===== config.mk =====
export PLATFORM = sky130hd
export DESIGN_NAME = fpd_mantissa_divider
export DESIGN_NICKNAME = d
export VERILOG_FILES = /design/src/rtl/fpd_mantissa_divider.sv
export SDC_FILE = /design/constraint.sdc
export NUM_CORES = 1
export LEC_CHECK = 0
export ABC_AREA = 1
export CORE_UTILIZATION = 44
export DETAILED_ROUTE_END_ITERATION = 6
export PLACE_DENSITY = 0.66
export SYNTH_ARGS = -nofsm -noshare
export SYNTH_HDL_FRONTEND = slang
export SYNTH_SLANG_ARGS = --single-unit

===== constraint.sdc =====
create_clock -name clk -period 4.7 [get_ports clk]
set_input_delay 0.47 -clock clk [delete_from_list [all_inputs] [get_ports clk]]
set_output_delay 0.47 -clock clk [all_outputs]
set_load 0.02 [all_outputs]

===== src/rtl/fpd_mantissa_divider.sv =====
// rtl/fpd_mantissa_divider.sv - radix-2 restoring significand divider for the FP divide datapath
//
// Purpose: computes floor(dividend * 2^(MANTISSA_WIDTH+2) / divisor) over
// MANTISSA_WIDTH+3 iterations, plus a sticky flag for a non-zero remainder.
// Ports:
//   clk, rst_n              clock, asynchronous active-low reset
//   start_i                 begin a division (sampled only while idle)
//   dividend_i, divisor_i   normalized significands, hidden bit included
//   busy_o                  division in progress
//   done_o                  one-cycle pulse, quotient_o/sticky_o valid
//   quotient_o              quotient with guard/round bits below the LSB
//   sticky_o                final remainder non-zero
module fpd_mantissa_divider #(
  parameter int MANTISSA_WIDTH = 23
) (
  input  logic                      clk,
  input  logic                      rst_n,
  input  logic                      start_i,
  input  logic [MANTISSA_WIDTH:0]   dividend_i,
  input  logic [MANTISSA_WIDTH:0]   divisor_i,
  output logic                      busy_o,
  output logic                      done_o,
  output logic [MANTISSA_WIDTH+2:0] quotient_o,
  output logic                      sticky_o
);

  localparam int N  = MANTISSA_WIDTH + 3;
  localparam int RW = MANTISSA_WIDTH + 2;
  localparam int CW = $clog2(N + 1);

  typedef enum logic {IDLE, BUSY} state_t;

  state_t                state, state_nx;
  logic [RW-1:0]         rem_q, rem_nx;
  logic [MANTISSA_WIDTH:0] div_q, div_nx;
  logic [N-1:0]          q_q, q_nx;
  logic [CW-1:0]         cnt_q, cnt_nx;
  logic                  done_nx;
  logic [N-1:0]          quot_nx;
  logic                  sticky_nx;

  logic [RW-1:0]         div_ext;
  logic [RW-1:0]         diff;
  logic                  ge;

  // Compare and subtract in the remainder's width; the divisor is zero-extended.
  assign div_ext = {1'b0, div_q};
  assign ge      = (rem_q >= div_ext);
  assign diff    = rem_q - div_ext;

  always_comb begin
    state_nx  = state;
    rem_nx    = rem_q;
    div_nx    = div_q;
    q_nx      = q_q;
    cnt_nx    = cnt_q;
    done_nx   = 1'b0;
    quot_nx   = quotient_o;
    sticky_nx = sticky_o;
    case (state)
      IDLE: begin
        if (start_i) begin
          rem_nx   = {1'b0, dividend_i};
          div_nx   = divisor_i;
          q_nx     = '0;
          cnt_nx   = CW'(N);
          state_nx = BUSY;
        end
      end
      BUSY: begin
        q_nx   = {q_q[N-2:0], ge};
        // The MSB dropped by the shift is always zero for normalized operands.
        rem_nx = ge ? {diff[RW-2:0], 1'b0} : {rem_q[RW-2:0], 1'b0};
        cnt_nx = cnt_q - 1'b1;
        if (cnt_q == CW'(1)) begin
          state_nx  = IDLE;
          done_nx   = 1'b1;
          quot_nx   = q_nx;
          sticky_nx = (rem_nx != '0);
        end
      end
      default: state_nx = IDLE;
    endcase
  end

  always_ff @(posedge clk or negedge rst_n) begin
    if (!rst_n) begin
      state      <= IDLE;
      rem_q      <= '0;
      div_q      <= '0;
      q_q        <= '0;
      cnt_q      <= '0;
      done_o     <= 1'b0;
      quotient_o <= '0;
      sticky_o   <= 1'b0;
    end else begin
      state      <= state_nx;
      rem_q      <= rem_nx;
      div_q      <= div_nx;
      q_q        <= q_nx;
      cnt_q      <= cnt_nx;
      done_o     <= done_nx;
      quotient_o <= quot_nx;
      sticky_o   <= sticky_nx;
    end
  end

  // state is a flop, so busy_o is a registered output.
  assign busy_o = (state == BUSY);

endmodule


======== Word level (Yosys, flattened, before mapping) ========
Cells that the tools add are included.
word-level totals
  register bits ........................... 108
operators by class
  add/sub/neg operators ................... 2
  magnitude comparators ................... 1
  equality and inequality tests ........... 2
  muxes and demuxes ....................... 12
  bitwise logic cells ..................... 1
  reduce and logical (&&, ||, !) cells .... 3
operators with widths
  operator               count
  $pmux W25 S2           2
  $mux W25               3
  $ge A25 B24 Y1         1
  $reduce_bool A25 Y1    1
  $sub A24 B24 Y24       1
  $pmux W5 S2            1
  $eq A5 B1 Y1 const B   1
  $mux W5                1
  $sub A5 B1 Y5 const B  1
  $mux W1                4
  $reduce_and A2 Y1      2
  $ne A2 B2 Y1 const B   1
  $pmux W1 S2            1
  $not A1 Y1             1

======== Longest topological paths before layout ========
Gate-level depths: netlist (run 1).
  depth after elaboration ................. 3
  mapped depth ............................ 20
  depth with buffers taken out ............ 20

======== Worst setup path before layout (run 1) ========
Ideal clock, no wire load.
  path type ............................... reg2reg
  start point ............................. register rem_q[0]
  end point ............................... register sticky_o
  data arrival time ....................... 2072 ps
  data required time ...................... 4583 ps
  slack ................................... 2511 ps
  stages on the path, launching flop included .. 20
  buffers on the path ..................... 0
  period minus slack after synthesis ...... 2189 ps
  cell sequence ........................... dfrtp_1 inv_1 ha_1 inv_1 fa_1 nand2_1 nand2_1 and2_1 nand2_1 nand2_1 nand2_1 nand2_1 nand2_1 nand3_1 nand3_1 nand2_1 nor2_1 nand3_1 nor2_1 nor2_1
on the way
  cells in the longest elaborated chain, start to end .. 3
ends and longest elaborated chain
  item                                                RTL line  text
  from (decl)                                         34        logic [RW-1:0] rem_q, rem_nx;
  from (signal assigned)                              98        rem_q <= rem_nx;
  $sub A24 B24 Y24 or $ge A25 B24 Y1 (tied branches)  49, 48
  $mux W25 *                                          73        rem_nx = ge ? {diff[RW-2:0], 1'b0} : {rem_q[RW-2:0], 1'b0};
  $reduce_bool A25 Y1 *                               79        sticky_nx = (rem_nx != '0);
  to (signal assigned)                                104       sticky_o <= sticky_nx;
  to (decl)                                           24        output logic sticky_o
Every way passes the cells marked *; elsewhere a longest branch is shown, timed or not.
A chain may end at the register's enable or synchronous reset.

======== Worst setup path after layout (run 1) ========
  start point ............................. register rem_q[12]
  end point ............................... register sticky_o
The elaborated chain is that of the path after synthesis.

==> results of run 1 <==
## kinds of logic after synthesis
kind of cell,share of synthesized area [%]
AOI/OAI and AO/OA,10.3
xor gates and xnor gates,1.26
adders and majority gates,5.50
buffers and inverters,9.99
DFF,43.1
and+or+nand+nor,29.9
## worst max-delay path, stage by stage (launching register included)
cell	delay [ns]
dfrtp_1	0.47
ha_1	0.40
nand2_1	0.14
inv_1	0.05
nand2_1	0.06
nand2_1	0.09
nand2_1	0.07
nand2_1	0.06
nand2_1	0.42
nand3_4	0.38
inv_2	0.28
nand2_1	0.07
nand2_1	0.09
nand2_1	0.07
nor2_1	0.11
nand3_1	0.09
nor2_1	0.11
nor2_1	0.05
## cells in the mapped netlist, drive strengths merged
| library cell | number | area share [%] |
|---|---|---|
| a21oi | 16 | 1.3 |
| a22oi | 1 | 0.12 |
| and2 | 3 | 0.30 |
| buf | 6 | 0.66 |
| clkbuf | 21 | 1.3 |
| clkinv | 2 | 0.12 |
| dfrtp | 108 | 43 |
| fa | 1 | 0.32 |
| ha | 26 | 5.2 |
| inv | 133 | 8.0 |
| nand2 | 315 | 19 |
| nand3 | 51 | 4.3 |
| nand3b | 4 | 0.48 |
| nand4 | 17 | 1.7 |
| nor2 | 52 | 3.3 |
| nor3 | 4 | 0.32 |
| o211ai | 6 | 0.72 |
| o21ai | 60 | 4.9 |
| o21bai | 3 | 0.36 |
| o221ai | 2 | 0.28 |
| o22ai | 26 | 2.6 |
| or2 | 3 | 0.30 |
| xor2 | 9 | 1.3 |
## routing by layer
metal	wire length [um]	vias to the layer above	part of all wire (%)
met5	0	-	0
met4	185	0	1.1
met3	1000	14	6.0
met2	7390	156	45
met1	8010	2640	48
li1	-	2876	-
## final cells by class
cell class                      instances  area [um^2]
Clock buffer                            9          225
Clock inverter                          7         93.8
Fill cell                            1386         6360
Inverter                              135          507
Multi-Input combinational cell        599         2950
Sequential cell                       108         2700
Tap cell                              180          225
Timing Repair Buffer                   83          818
## path summary, 6_finish.rpt
check	to	depth (start not counted)
worst max-delay path	sticky_o	17
worst min-delay path	div_q[11]	1
worst max register to register	sticky_o	17
worst min register to register	cnt_q[4]	1
max in group asynchronous	q_q[17]	2
min in group clk	cnt_q[4]	1
## through the flow
stage          instance area, um^2  hold WS, ns
2_1_floorplan                 6270        0.174
3_3_place_gp                  7200        0.468
3_5_place_dp                  7200        0.472
4_1_cts                       7520        0.268
5_1_grt                       7520        0.313
6_report                      7520        0.233
## sequential cells by signal (all words and copies together), names as in the netlist
| name | flops |
|---|---|
| busy_o | 1 |
| cnt_q | 5 |
| div_q | 24 |
| done_o | 1 |
| q_q | 25 |
| quotient_o | 26 |
| rem_q | 25 |
| sticky_o | 1 |
==> out/results.ini, run 1 <==
[drt]
drt_wl_total_mm = 16.6
wl_per_cell_um = 14.8
dr.pass1.iters = 5
vias = 5686
antenna_left = 0
via_per_inst = 5.07
route.detailed.drc = 0
drt_iter0_markers = 389

[sta]
fin_skew_ns = 0.00854
fin_ws_ns = 1.61
fin_tns_setup_ns = 0
fmax_mhz = 323
final_hold_viol_count = 0
fin_crit_ns = 3.09
slew_headroom_pct = 28.7
fin_crit_sh_pct = 65.8
final_max_slew_viol_count = 0
worst_slew_pin_slew_ns = 1.07
rsz0062_at_grt = no
setup_viol = 0

[global_route]
overflow = 0
grtUsageMet2_pct = 36.9
grt_use_total_pct = 24.2
antenna_found_initial = 0
globalRouteMet1Util_pct = 35.0
grt_pass1_vias = 5262
grt_pass1_wl_mm = 27.3
gr-max-usage-layer = met2
grt_use_met3_pct = 5.12
grt_max_degree = 74

[yosys]
syn_inst = 869
syn_avg_cell_area_um2 = 7.22
syn_nets = 947
synth_warnings = 0
syn_area_um2 = 6270
synth_seq_cells = 108
yosysSeqAreaShare_pct = 43.1
ys_types = 34

[final_layout]
nNetsFinal = 1014
fin_util_pct = 54.2
syn_to_final_growth_pct = 19.8
final_common_cell = nand2_1
n_antenna_cell = 0
final_cell_mix = nand2_1, inv_1, dfrtp_1
layout-drive-gt1-share_pct = 4.78
final_cell_count_no_fill = 1121

[floorplan]
ioPinCount = 80
core-area_um2 = 13900
row_count = 43
die_w_um = 121
die_y_um = 121
dieArea_um2 = 14700
initial_utilization_pct = 45.2

[clocking]
cts_buffers = 9
cts_hold_buf = 0
cts_tree = built
cts_resized = 0
cts_setup_buffers = 0
clkTransAtPathRegs_ns = 0.08
clock-sinks = 108
worstSkewPairLatency_ns = 0.36
htree_num_levels = 3
cts_buffer_depth = 2
cts_root_buffer = clkbuf_16

[worst_setup_path]
critPathKind = flip-flop to flip-flop
critPathRequiredTime_ns = 4.95
cp-end-kind = flip-flop
cp-start-kind = flip-flop
crit_arrival_ns = 3.35
critPathLaunch = rem_q[12]
critPathMaxFanout = 28
r2r_start = rem_q[12]
rrSetupSlack_ns = 1.61

[place]
port_buffers = 79
place.gp.congestion = 0.912
preCtsSetupSlack_ns = 1.68
dp.cells = 1105
hpwl_mm = 12.2

[worst_hold_path]
holdCritPathClass = primary input to asynchronous set/reset pin

[run]
maxCapViolCount = 0

[status]
status = finished clean

Power of run 1 is left out: the tool's default activity adds up to more than one toggle a clock period on the data nets, which glitch-free logic cannot reach.
==> inputs of run 2 (changes only) <==
clock period = 3.08 ns   (was 4.7 ns; I/O delays follow)
==> out/results.ini, run 2 (synthesized netlist as in run 1, its figures left out) <==
[global_route]
antenna_found_initial = 0
grt_pass1_vias = 5441
overflow = 0
grt_max_degree = 53
grt_pass1_wl_mm = 27.5
grt_use_total_pct = 24.2

[worst_setup_path]
cp-end-kind = flip-flop
crit_arrival_ns = 3.12
cp-start-kind = flip-flop
critPathRequiredTime_ns = 3.34
critPathLaunch = rem_q[13]
critPathKind = flip-flop to flip-flop
r2r_start = rem_q[13]
critPathMaxFanout = 14

[final_layout]
syn_to_final_growth_pct = 21.4
fin_util_pct = 54.9
nNetsFinal = 1025
fillers = 1323
reg.largest.list = quotient_o (26), q_q (25), rem_q (25)
top_register = quotient_o
layout-drive-gt1-share_pct = 5.78
final_cell_count_no_fill = 1132
largest_reg_flops = 26
final_cell_mix = nand2_1, inv_1, dfrtp_1
n_antenna_cell = 0
final_common_cell = nand2_1

[run]
maxCapViolCount = 0

[clocking]
cts_root_buffer = clkbuf_16
htree_num_levels = 3
cts_resized = 0
worstSkewPairLatency_ns = 0.36
clkTransAtPathRegs_ns = 0.08
clock-sinks = 108
cts_buffers = 9
cts_tree = built
cts_buffer_depth = 2

[power]
net-switching-power_mw = 5.17
clockPowerShare_pct = 11.9
irDropWorstVdd_mv = 0.544
p_comb_share_pct = 63.8
pwr-share-seq_pct = 24.4
swShare_pct = 50.7
power.density_nw_per_um2 = 1340
power_mw = 10.2
internal_power_mw = 5.03
p_leak_nw = 3.87

[sta]
fin_crit_sh_pct = 92.9
worst_slew_pin_slew_ns = 0.567
final_hold_viol_count = 0
rsz0062_at_grt = no
whs_ns = 0.469
setup_viol = 0
fin_crit_ns = 2.86
final_max_slew_viol_count = 0
fin_skew_ns = 0.0104
slew_headroom_pct = 62.2
fmax_mhz = 349

[drt]
drt_iter0_markers = 422
wl_per_cell_um = 14.8
antenna_left = 0
drt_wl_total_mm = 16.7
vias = 5684
via_per_inst = 5.02
dr.pass1.iters = 5
route.detailed.drc = 0

[status]
status = finished clean

[floorplan]
dieArea_um2 = 14700
die_w_um = 121
initial_utilization_pct = 45.2
ioPinCount = 80
die_y_um = 121
row_count = 43
core-area_um2 = 13900

[place]
place.gp.congestion = 0.950
port_buffers = 79
dp.cells = 1113
hpwl_mm = 12.6

[worst_hold_path]
holdCritPathClass = primary input to asynchronous set/reset pin

==> run 2: cell types whose count changed in the layout (fill, tap and decap cells not counted) <==
cell | before | now
clkinvlp_4 | 1 | 0
inv_6 | 1 | 2
bufinv_16 | 1 | 0
clkinv_8 | 1 | 3
buf_12 | 0 | 1
nand3_2 | 1 | 2
buf_4 | 5 | 13
dlygate4sd3_1 | 0 | 1
inv_8 | 2 | 0
inv_12 | 0 | 1
==> run 2: stage by stage <==
| step | TNS (ns) | cell area, um^2 | worst slack [ns] |
|---|---|---|---|
| after detailed placement | -0.0225 | 7270 | -0.0225 |
| final | 0 | 7610 | 0.217 |
| after global routing | 0 | 7610 | 0.0157 |
| after global placement | 0 | 7270 | 0.0209 |
| after floorplan | 0 | 6270 | 0.891 |
| after CTS | 0 | 7610 | 0.104 |
==> run 2: final cells by class <==
cell class / instances / area [um^2] / area share, %
clock buffer: 9 / 225 / 2.96
clock inverter: 7 / 91.3 / 1.20
inverter: 135 / 507 / 6.65
multi-input combinational: 600 / 2960 / 38.8
sequential: 108 / 2700 / 35.5
tap: 180 / 225 / 2.96
timing repair buffer: 93 / 908 / 11.9
==> run 2: critical path: stages (launching register included) <==
cell and delay [ns]:
dfrtp_1 0.46, ha_1 0.44, nand2_1 0.10, inv_1 0.11
nand2_2 0.08, nor2_2 0.10, nand2_1 0.07, nor2_2 0.16
nor2_4 0.09, nand3_2 0.28, nand3_1 0.17, nand2_1 0.11
nand2_1 0.06, nor2_1 0.23, nand3_1 0.11, nor2_1 0.13
nor2_1 0.05
==> run 2: repair_timing <==
item | CTS | global route
cloned | 1 | 0
endpoints found under the setup margin | 1 | 1
buffers inserted | 0 | 1
pin swaps | 1 | 1
endpoints found under the hold margin | 39 | 0
hold buffers | 1 | 0
==> run 2: power groups by stage <==
stage | sequential [mW] | combinational (mW) | clock (mW)
after global placement | 2.48 | 6.38 | 0
after CTS | 2.48 | 6.46 | 1.24
final | 2.49 | 6.51 | 1.21
after global routing | 2.56 | 7.37 | 1.30
after detailed placement | 2.50 | 6.40 | 0
after floorplan | 2.59 | 4.49 | 0
==> run 2: path summary, 6_finish.rpt <==
check                      slack [ns]  cells after the start        to
max                              0.22                     16  sticky_o
min                              0.47                      2  div_q[4]
max reg2reg                      0.22                     16  sticky_o
min reg2reg                      0.49                      2  div_q[0]
max in group asynchronous        1.87                      3  cnt_q[2]
min in group clk                 0.49                      2  div_q[0]
==> run 2: per-layer routing <==
metal	routed length, um	share of wire, %	track usage (%)	vias up
li1	-	-	-	2901
met1	8590	51	36.4	2607
met2	6970	42	35.1	155
met3	865	5.2	3.48	21
met4	314	1.9	8.56	0
met5	0	0	0	-
(Power assumes the default switching activity.)
==> RTL change (settings of run 1) <==
Change the parameter `MANTISSA_WIDTH` from 23 to 25.
--- a/src/rtl/fpd_mantissa_divider.sv
+++ b/src/rtl/fpd_mantissa_divider.sv
@@ -12,5 +12,5 @@
 //   sticky_o                final remainder non-zero
 module fpd_mantissa_divider #(
-  parameter int MANTISSA_WIDTH = 23
+  parameter int MANTISSA_WIDTH = 25
 ) (
   input  logic                      clk,
Ports: changed (resized dividend_i, divisor_i and quotient_o); port bits go from 80 to 86. The function was not compared with the original's and may differ.
==> RTL change against run 1 <==
Area after synthesis rose by 11%; final cell count rose by 14%; sequential cell count rose by 8; largest cell class unchanged; setup slack got worse by 380 ps; design area rose by 14%; clock skew fell by 1.0 ps; fmax fell by 11%; first-iteration DRC count rose by 6.9%; wire length rose by 11%; die area rose by 11%.
==> RTL change: results <==
group,metric,value,unit
drt,dr.first_iter.drc_count,416,
grt,grt_pass1_wl,31080,um
worst_setup_path,cp.arrival,3780,ps
synthesis,synth-xor-area-share,1.254,%
synthesis,syn_inst,971,
layout,top_regs,"quotient_o: 28 flops, q_q: 27 flops, rem_q: 27 flops",
timing,finClkSkew,7.510,ps
drt,finalWirelength,18460,um
clocking,clock_latency,420,ps
drt,dr_total_vias,6351,
clocking,cts_made_buffers,17,
drt,wl_met2,8252,um
placed_design,place_congestion,0.9073,
drt,drt_first_pass_iters,7,
placed_design,io_buffers,85,
synthesis,synth_common_cells,"nand2_1, inv_1, dfrtp_1",
min_path,hold_class,"in2async",
clocking,htreeDepth,4,
grt,grt_max_degree,86,
synthesis,synthAdderAreaFrac,5.305,%
layout,layout-drive-gt1-share,7.338,%
grt,gr-usage-all-layers,24.46,%
synthesis,ys_seq_area_share,41.58,%
placed_design,hpwl,13310,um
run_status,outcome,"complete, no violations",
clocking,clk_pin_slew,60,ps
grt,met1_usage,34.29,%
drt,met1_length,8975,um
synthesis,synth.distinct_cells,35,
grt,use_met3,4.674,%
grt,met2_usage,38.11,%
worst_setup_path,startpoint,"rem_q[18]",
layout,fin_nets,1134,
worst_setup_path,worstRegToRegCells,15,
drt,wl_met3,910,um
timing,whs,241.0,ps
worst_setup_path,slowest_delay,560,ps
placed_design,placed_cells,1242,
worst_setup_path,cp_slowest_cell,"a21oi_4",
synthesis,synth.area.top_cells,"dfrtp_1, nand2_1, inv_1",
worst_setup_path,regToRegSetupSlack,1230,ps
power_and_ir_drop,peakVddDrop,395.6,uV
timing,tightest_slew,1056,ps
RTL change: cell count changes after synthesis, sizes merged, moves of 3 or more:
cell,change
buf,+3
xnor2,+3
nand3,-3
clkbuf,+3
dfrtp,+8
o21bai,-3
inv,+36
o221ai,+3
o211ai,+4
nand2,+38
nand4,+13
o21ai,+4
RTL change: layout make-up:
cell class                 instances  area (sq um)
timing repair buffer              93         908.4
multi-input combinational        651          3257
clock inverter                    14         166.4
inverter                         171         641.9
tap                              211         264.0
fill                            1517          6792
clock buffer                      18         439.2
sequential                       116          2903
RTL change: per-stage QoR:
| step | utilization [%] | cell area [sq um] | setup WS (ps) |
|---|---|---|---|
| 3_5_place_dp | 51.88 | 7974 | 1283 |
| 6_report | 55.82 | 8579 | 1228 |
| 5_1_grt | 55.82 | 8579 | 960.8 |
| 4_1_cts | 55.82 | 8579 | 1265 |
| 2_1_floorplan | - | 6982 | 2495 |
| 3_3_place_gp | 51.88 | 7974 | 1292 |
